File: src/rtl/ddr2_read_capture_pkg.sv
// Shared constants, types and helpers for the DDR2 read-return capture path.
package ddr2_read_capture_pkg;

    localparam int unsigned DDR2_DQ_W      = 16;
    localparam int unsigned DDR2_BL4       = 4;
    localparam int unsigned DDR2_BL8       = 8;
    localparam int unsigned DDR2_DEF_RL    = 8;
    localparam int unsigned DDR2_DEF_DEPTH = 16;
    localparam int unsigned BCNT_W         = $clog2(DDR2_BL8);

    typedef enum logic {
        ST_IDLE  = 1'b0,
        ST_BURST = 1'b1
    } cap_state_e;

    typedef struct packed {
        logic launch;
        logic bl8;
    } launch_t;

    // Word counter start value: the counter reaches 0 on the last word.
    function automatic logic [BCNT_W-1:0] burst_cnt_init(input logic bl8);
        return bl8 ? BCNT_W'(DDR2_BL8 - 1) : BCNT_W'(DDR2_BL4 - 1);
    endfunction

endpackage

File: src/rtl/ddr2_rdcap_fifo.sv
// Ring-buffer FIFO with exact occupancy; a push into a full FIFO is dropped
// unless a pop happens in the same cycle.
module ddr2_rdcap_fifo
    import ddr2_read_capture_pkg::*;
#(
    parameter int unsigned W     = DDR2_DQ_W + 1,
    parameter int unsigned DEPTH = DDR2_DEF_DEPTH
) (
    input  logic                     clk,
    input  logic                     reset,
    input  logic                     push_i,
    input  logic [W-1:0]             wdata_i,
    input  logic                     pop_i,
    output logic [W-1:0]             rdata_c,
    output logic                     empty_c,
    output logic                     full_c,
    output logic                     drop_c,
    output logic [$clog2(DEPTH):0]   count_o
);

    localparam int unsigned AW = $clog2(DEPTH);

    logic [W-1:0]  mem_q [DEPTH];
    logic [AW-1:0] wr_ptr_q;
    logic [AW-1:0] rd_ptr_q;
    logic [AW:0]   count_q;
    logic          do_push;
    logic          do_pop;

    assign empty_c = (count_q == '0);
    assign full_c  = (count_q == (AW+1)'(DEPTH));
    assign do_pop  = pop_i & ~empty_c;
    assign do_push = push_i & (~full_c | do_pop);
    assign drop_c  = push_i & full_c & ~do_pop;
    assign rdata_c = mem_q[rd_ptr_q];
    assign count_o = count_q;

    always_ff @(posedge clk) begin
        if (reset) begin
            wr_ptr_q <= '0;
            rd_ptr_q <= '0;
            count_q  <= '0;
            for (int i = 0; i < int'(DEPTH); i++) begin
                mem_q[i] <= '0;
            end
        end else begin
            if (do_push) begin
                mem_q[wr_ptr_q] <= wdata_i;
                wr_ptr_q        <= wr_ptr_q + AW'(1);
            end
            if (do_pop) begin
                rd_ptr_q <= rd_ptr_q + AW'(1);
            end
            if (do_push && !do_pop) begin
                count_q <= count_q + (AW+1)'(1);
            end else if (do_pop && !do_push) begin
                count_q <= count_q - (AW+1)'(1);
            end
        end
    end

endmodule

File: src/rtl/ddr2_read_capture.sv
// Read-burst capture: launch pipeline, burst FSM and sticky error flags feeding
// a read-data FIFO. Optional DQS phase check enabled by DDR2_RDCAP_DQS_CHECK_EN.
module ddr2_read_capture
    import ddr2_read_capture_pkg::*;
#(
    parameter int unsigned RL_CYCLES = DDR2_DEF_RL,
    parameter int unsigned DEPTH     = DDR2_DEF_DEPTH,
    parameter int unsigned DQ_W      = DDR2_DQ_W
) (
    input  logic                   clk,
    input  logic                   reset,
    input  logic                   ready,
    input  logic                   rd_issue,
    input  logic                   rd_bl8,
    input  logic [DQ_W-1:0]        dq_i,
    input  logic [1:0]             dqs_i,
    output logic [DQ_W-1:0]        rd_data,
    output logic                   rd_last,
    output logic                   rd_valid,
    input  logic                   rd_ready,
    output logic [$clog2(DEPTH):0] fifo_count,
    output logic                   overflow,
    output logic                   overlap_err,
    output logic                   dqs_err,
    input  logic                   clr_err
);

    // RL-1 register stages; the burst state register supplies the final cycle
    // so the first word is captured RL_CYCLES edges after the issue edge.
    launch_t [RL_CYCLES-2:0] pipe_q;
    logic                    launch_c;
    logic                    bl8_c;

    always_ff @(posedge clk) begin
        if (reset) begin
            pipe_q <= '0;
        end else begin
            pipe_q[0] <= '{launch: rd_issue & ready, bl8: rd_bl8};
            for (int unsigned i = 1; i < RL_CYCLES - 1; i++) begin
                pipe_q[i] <= pipe_q[i-1];
            end
        end
    end

    assign launch_c = pipe_q[RL_CYCLES-2].launch;
    assign bl8_c    = pipe_q[RL_CYCLES-2].bl8;

    cap_state_e        state_q, state_d;
    logic [BCNT_W-1:0] cnt_q, cnt_d;
    logic              push_c;
    logic              last_c;
    logic              overlap_set_c;

    always_ff @(posedge clk) begin
        if (reset) begin
            state_q <= ST_IDLE;
            cnt_q   <= '0;
        end else begin
            state_q <= state_d;
            cnt_q   <= cnt_d;
        end
    end

    always_comb begin
        state_d       = state_q;
        cnt_d         = cnt_q;
        push_c        = 1'b0;
        last_c        = 1'b0;
        overlap_set_c = 1'b0;
        case (state_q)
            ST_IDLE: begin
                if (launch_c) begin
                    state_d = ST_BURST;
                    cnt_d   = burst_cnt_init(bl8_c);
                end
            end
            ST_BURST: begin
                push_c = 1'b1;
                last_c = (cnt_q == '0);
                if (cnt_q == '0) begin
                    // A launch on the last word chains the next burst seamlessly.
                    if (launch_c) begin
                        cnt_d = burst_cnt_init(bl8_c);
                    end else begin
                        state_d = ST_IDLE;
                    end
                end else begin
                    cnt_d         = cnt_q - BCNT_W'(1);
                    overlap_set_c = launch_c;
                end
            end
            default: state_d = ST_IDLE;
        endcase
    end

    logic [DQ_W:0] fifo_rdata_c;
    logic          fifo_empty_c;
    logic          fifo_full_unused;
    logic          fifo_drop_c;

    ddr2_rdcap_fifo #(
        .W     (DQ_W + 1),
        .DEPTH (DEPTH)
    ) u_fifo (
        .clk     (clk),
        .reset   (reset),
        .push_i  (push_c),
        .wdata_i ({last_c, dq_i}),
        .pop_i   (rd_ready),
        .rdata_c (fifo_rdata_c),
        .empty_c (fifo_empty_c),
        .full_c  (fifo_full_unused),
        .drop_c  (fifo_drop_c),
        .count_o (fifo_count)
    );

    assign rd_data  = fifo_rdata_c[DQ_W-1:0];
    assign rd_last  = fifo_rdata_c[DQ_W];
    assign rd_valid = ~fifo_empty_c;

    logic overflow_q;
    logic overlap_q;

    always_ff @(posedge clk) begin
        if (reset) begin
            overflow_q <= 1'b0;
            overlap_q  <= 1'b0;
        end else begin
            overflow_q <= fifo_drop_c | (overflow_q & ~clr_err);
            overlap_q  <= overlap_set_c | (overlap_q & ~clr_err);
        end
    end

    assign overflow    = overflow_q;
    assign overlap_err = overlap_q;

`ifdef DDR2_RDCAP_DQS_CHECK_EN
    // Expected strobe: 11 on a burst's first word, then alternating 00/11.
    logic [1:0] dqs_exp_q, dqs_exp_d;
    logic       dqs_set_c;
    logic       dqs_err_q;

    always_comb begin
        dqs_exp_d = dqs_exp_q;
        dqs_set_c = push_c && (dqs_i != dqs_exp_q);
        if (push_c) begin
            dqs_exp_d = ~dqs_exp_q;
        end
        if (launch_c && (state_q == ST_IDLE || cnt_q == '0)) begin
            dqs_exp_d = 2'b11;
        end
    end

    always_ff @(posedge clk) begin
        if (reset) begin
            dqs_exp_q <= 2'b11;
            dqs_err_q <= 1'b0;
        end else begin
            dqs_exp_q <= dqs_exp_d;
            dqs_err_q <= dqs_set_c | (dqs_err_q & ~clr_err);
        end
    end

    assign dqs_err = dqs_err_q;
`else
    logic unused_dqs;
    assign unused_dqs = ^dqs_i;
    assign dqs_err    = 1'b0;
`endif

endmodule

File: config.mk
export PLATFORM = sky130hd
export DESIGN_NAME = ddr2_read_capture
export DESIGN_NICKNAME = d
export VERILOG_FILES = /design/src/rtl/ddr2_read_capture_pkg.sv /design/src/rtl/ddr2_rdcap_fifo.sv /design/src/rtl/ddr2_read_capture.sv
export SDC_FILE = /design/constraint.sdc
export NUM_CORES = 1
export LEC_CHECK = 0
export BUFFER_PORTS_ARGS = -buffer_cell sky130_fd_sc_hd__buf_2
export CORE_AREA = 10 10 195 197
export CTS_BUF_LIST = sky130_fd_sc_hd__clkbuf_4
export CTS_CLUSTER_SIZE = 25
export DETAILED_ROUTE_END_ITERATION = 7
export DIE_AREA = 0 0 205 207
export PLACE_DENSITY = 0.61
export REMOVE_ABC_BUFFERS = 1
export SYNTH_ARGS = -nofsm -noshare
export SYNTH_HDL_FRONTEND = slang
export SYNTH_SLANG_ARGS = --single-unit
File: constraint.sdc
create_clock -name clk -period 8.4 [get_ports clk]
set_input_delay 1.26 -clock clk [delete_from_list [all_inputs] [get_ports clk]]
set_output_delay 1.26 -clock clk [all_outputs]
set_load 0.05 [all_outputs]
Yosys cells after proc, flatten, opt, wreduce, memory -nomap -nowiden
Memories as Yosys holds them, arrays and structs flattened. A register that Yosys moved wholly into a read port is not among the register bits.
Index checks and enable logic that the tools add are counted.

word-level totals
  register bits = 33
  latch bits = 0
  RAM bits = 272
  bits in read-only memories = 0
  input port bits = 25
  output and inout bits = 26
  memories kept = 1

operators by class
  add/sub/neg operators = 5
  multiply operators = 0
  divide/modulo/power cells = 0
  $lt $le $gt $ge = 0
  equal/unequal tests = 1
  shift operators = 0
  muxes and demuxes = 23
  bitwise logic cells = 15
  reductions and logical operators = 8

memories
  name          depth  bits a word  read ports  clocked after memory_dff  write ports  line                   text
  u_fifo.mem_q  16     17           1           1                         16           ddr2_rdcap_fifo.sv:23  logic [W-1:0] mem_q [DEPTH];

operators with widths
  operator                                          number
  2-to-1 mux 17 bit                                 1
  OR reduction 17 bit                               1
  2-to-1 mux 1 bit                                  12
  2-to-1 mux 4 bit                                  3
  2-to-1 mux 5 bit                                  2
  2-to-1 mux 3 bit                                  3
  adder 4 x 1 -> 4 bit, second input constant       2
  bitwise AND 1 bit                                 7
  one-hot mux 3 bit (2 select lines)                1
  adder 5 x 1 -> 5 bit, second input constant       1
  equality test 5 bit, second input constant        1
  zero test 5 bit                                   1
  inverter 1 bit                                    5
  subtractor 5 x 1 -> 5 bit, second input constant  1
  zero test 3 bit                                   1
  OR 1 bit                                          3
  subtractor 3 x 1 -> 3 bit, second input constant  1
  logical AND 1 bit                                 2
  zero test 1 bit                                   2
  one-hot mux 1 bit (2 select lines)                1
  nonzero test 2 bit                                1

Longest topological paths before layout
  word-level depth = 10
  gate-level depth with buffers = 11
  gate-level depth less buffers = 10

By module
A second synthesis with hierarchy kept.

second synthesis, totals
  cell total of the unflattened synthesis = 983
  area total of the unflattened synthesis = 13457.9 um^2

by module, submodules not included
  module             instances  cells an instance  area an instance (um^2)  seq. area each (um^2)
  ddr2_rdcap_fifo    1          918                12753.5                  8508.2
  ddr2_read_capture  1          65                 704.4                    400.4

Worst setup path before layout
No wires, ideal clock.

  kind = register to output
  start = reg with a tool-made name
  end = out rd_data[10]
  data arrival time = 2.016 ns
  required time = 7.140 ns
  path slack = 5.124 ns
  cell stages (with the launch flop) = 6
  buffers on the path = 2
  path through = dfxtp_1 -> clkbuf_1 -> clkbuf_1 -> mux4_2 -> a22oi_1 -> nand2_1

RTL lines
  element    line                     text
  to (decl)  ddr2_read_capture.sv:17  output logic [DQ_W-1:0] rd_data,

==> results.md <==
- Status: finished clean
- DRT antenna net count: 0
- Post-Synthesis Cells: around 970
- Final GP Congestion: 0.7589
- Routed len/inst: between 20 and 25 um
- Pwr dens: 247.2 nW/um^2
- Largest net degree at the start of global routing: 69
- Initial antenna violation count: 1
- WP data arrival: 3.47 ns
- Async set or reset register ratio after synthesis: 0%
- Num CTS Buffers: a little over 80
- Max_cap viols: 0
- Internal: about 2700 uW
- CP Data Required Time: ~7.1 ns
- Resize count post-CTS: 0
- Global Route Usage Sum: 16.71%
- First-pass iteration count of the detailed router: 5
- Cell area after synthesis: 13520 um^2
- Via count: roughly 8300
- Post-synth EDFFs: 272
- Hold crit path type: flip-flop to flip-flop
- Vias in the first global route: roughly 8500
- Port Buf Inserts: 47
- Pwr Total: roughly 3700 uW
- Mean post-synth cell area: 13.96 um^2
- Crit path max fanout: 40
- TritonCTS clock tree: built
- Primary FF master, synth: edfxtp_1
- Switching power: 1028 uW
- Peak supply drop: between 0.00015 and 0.0002 V
- Clk_skew: approximately 0.08 ns
- Switch share: ~28%
- Root Driver: clkbuf_4
- Commonest non-fill, non-tap cell in the layout: nor2_1
- CTS H-tree lvls: 3
- CTS Hold Buffers Added: 0
- Worst r2r src: u_fifo.count_o[0]$_SDFFE_PP0P_
- Post-CTS setup buffer count: 0
- Fmax: between 200 and 250 MHz
- Clock Latency Late Sink: between 0.7 and 0.8 ns
- Die width: 205 um
- Leak: 0.005264 uW
- Clock Path Buffers: 3
- Power share of the clock group: roughly 36%
- Layout area overhead: 11.81%
- Commonest cells after routing, fill and taps aside: nor2_1 (295), edfxtp_1 (272), clkbuf_4 (121)
- CTS sink cnt: approximately 300
- Worst R2R Setup Slack: about 4.9 ns
- DP Wirelength: around 20000 um
- Nets: 1072
- Max-slew violations: 0
- Routed WL: about 36000 um
- Setup_tns: 0 ns
- Clk slew on worst S/H paths: 0.06 ns
- Crit-path max cell delay: 0.77 ns
- Worst-Margin Slew: roughly 1.1 ns
- Finish-stage setup viols: 0
- Starting Density: between 30% and 40%
- DRT iter0 DRCs: 749
- Final period util: between 50% and 60%
- GRT Residual Overflow: 0
- Vias/cell: 5.421
- Critical Path, Cell by Cell: buf_4 -> mux4_2 -> a22oi_1 -> nand2_1 -> buf_2
- RSZ-0062 raised after global routing: no
- Final Hold Viols: 0
- I/O pin total: between 50 and 60
- Die H: ~210 um
- Core Region: roughly 34000 um^2
- Yosys warns: 0
- Global-route wire length before repair: ~53000 um
- Register share of total power: 47.4%
- Die area: between 40000 and 50000 um^2
- FP Rows: approximately 70
- CP Launch Type: flip-flop
- Synth unique cells: 42
- Worst R2R End: u_fifo.mem_q[13][2]$_SDFFCE_PN0P_
- CP endpoint: rd_data[14]
- Final min period: roughly 4.7 ns
- Critical path type: flip-flop to output port
- CP Capture Type: output port
- Comb power frac: approximately 16%
- Headroom to the max-slew limit: 25.66%
- # DRC: 0
- Worst-case reg-to-reg path depth: 5
- Post-synthesis sequential area ratio: approximately two thirds
- Ratio of cells with drive above 1 in the final layout: between 20% and 30%
- Slowest stage cell, crit path: buf_4
- FF+latch count, synth: 309
[metal layers]
| metal | GRT usage [%] | share of wire [%] | up-vias |
|---|---|---|---|
| li1 | - | - | 3684 |
| met1 | 21.86 | 42 | 4242 |
| met2 | 26.95 | 48 | 356 |
| met3 | 3.745 | 8.1 | 66 |
| met4 | 5.408 | 2.2 | 0 |
| met5 | 0 | 0 | - |
[kinds of logic after synthesis]
family	after synthesis	share of synthesized area (%)
compound gates	58	2.953
xor+xnor	7	0.4535
fa+ha+maj	12	1.166
buf+inv	97	3.564
flops	309	65.90
mux	72	11.63
other cells	1	0.02774
simple gates	412	14.30
[critical path: cells and delay by family (launching register included)]
family / cells / cell delay, ns
muxes: 1 / 0.59
and+or+nand+nor: 1 / 0.10
AOI/OAI and AO/OA: 1 / 0.32
DFF: 1 / 0.76
buffers and inverters: 2 / 0.99
[cell usage after synthesis, types with 2 or more instances]
| cell type | count | area share (%) |
|---|---|---|
| clkbuf_1 | 46 | 1.3 |
| nor2b_1 | 18 | 0.83 |
| nand3_1 | 4 | 0.15 |
| buf_1 | 13 | 0.36 |
| or3_1 | 9 | 0.42 |
| and3_1 | 3 | 0.14 |
| a21o_1 | 2 | 0.11 |
| nand4_4 | 9 | 1.4 |
| and2b_1 | 2 | 0.11 |
| ha_1 | 11 | 1.0 |
| buf_4 | 4 | 0.22 |
| a211oi_1 | 2 | 0.11 |
| dfxtp_1 | 37 | 5.5 |
| o211ai_1 | 4 | 0.22 |
| buf_2 | 16 | 0.59 |
| inv_1 | 7 | 0.19 |
| xor2_1 | 5 | 0.32 |
| edfxtp_1 | 272 | 60 |
| buf_6 | 11 | 0.92 |
| nand2_1 | 28 | 0.78 |
| nand4_2 | 3 | 0.28 |
| nand2b_1 | 33 | 1.5 |
| a22oi_1 | 34 | 1.9 |
| mux2i_1 | 3 | 0.22 |
| xnor2_1 | 2 | 0.13 |
| nor2_1 | 295 | 8.2 |
| o21ai_0 | 5 | 0.19 |
| mux4_2 | 68 | 11 |
| a21oi_1 | 9 | 0.33 |
[through the flow]
stage	hold WS, ns	cell area (um^2)	instances	setup slack (ns)	utilization, %
4_1_cts	0.4410	15110	1539	3.522	44.29
5_1_grt	0.4558	15110	1540	3.354	44.30
3_5_place_dp	0.4270	14070	1406	4.266	41.24
3_3_place_gp	0.4172	14070	1406	4.265	41.24
6_report	0.4387	15110	1540	3.672	44.30
2_1_floorplan	0.4138	13060	878	3.105	-
[state kept, by name, summed over array words and instances (netlist names), 3 cells and up, named ones only]
name,cells
cnt_q,3
pipe_q,12
u_fifo.count_o,5
u_fifo.mem_q,272
u_fifo.rd_ptr_q,4
u_fifo.wr_ptr_q,4
[worst min path at each step]
stage                           from                    to  slack [ns]  depth (start not counted)
2_1_floorplan  pipe_q[10]$_SDFF_PP0_      bl8_c$_SDFF_PP0_        0.41                          1
3_3_place_gp    pipe_q[5]$_SDFF_PP0_  pipe_q[7]$_SDFF_PP0_        0.42                          1
3_5_place_dp    pipe_q[6]$_SDFF_PP0_  pipe_q[8]$_SDFF_PP0_        0.43                          1
4_1_cts        pipe_q[10]$_SDFF_PP0_      bl8_c$_SDFF_PP0_        0.44                          1
5_1_grt         pipe_q[7]$_SDFF_PP0_  pipe_q[9]$_SDFF_PP0_        0.46                          1
6_report        pipe_q[7]$_SDFF_PP0_  pipe_q[9]$_SDFF_PP0_        0.44                          1
[power groups by stage]
stage | combinational, uW | clock [uW] | sequential (uW)
after floorplan | 419 | 0 | 1860
final | 612 | 1350 | 1770
after detailed placement | 622 | 0 | 1810
after global placement | 619 | 0 | 1800
after CTS | 623 | 1380 | 1770
after global routing | 658 | 1460 | 1780
[area by class of cell]
type                       count  area, um^2
antenna                        1       2.502
clock buffer                 121       908.4
clock inverter                12       133.9
fill                        3145       19000
inverter                       7       26.28
multi-input combinational    562        4130
sequential                   309        8914
tap                          455       569.3
timing repair buffer          73       430.4
(Power assumes the default switching activity.)
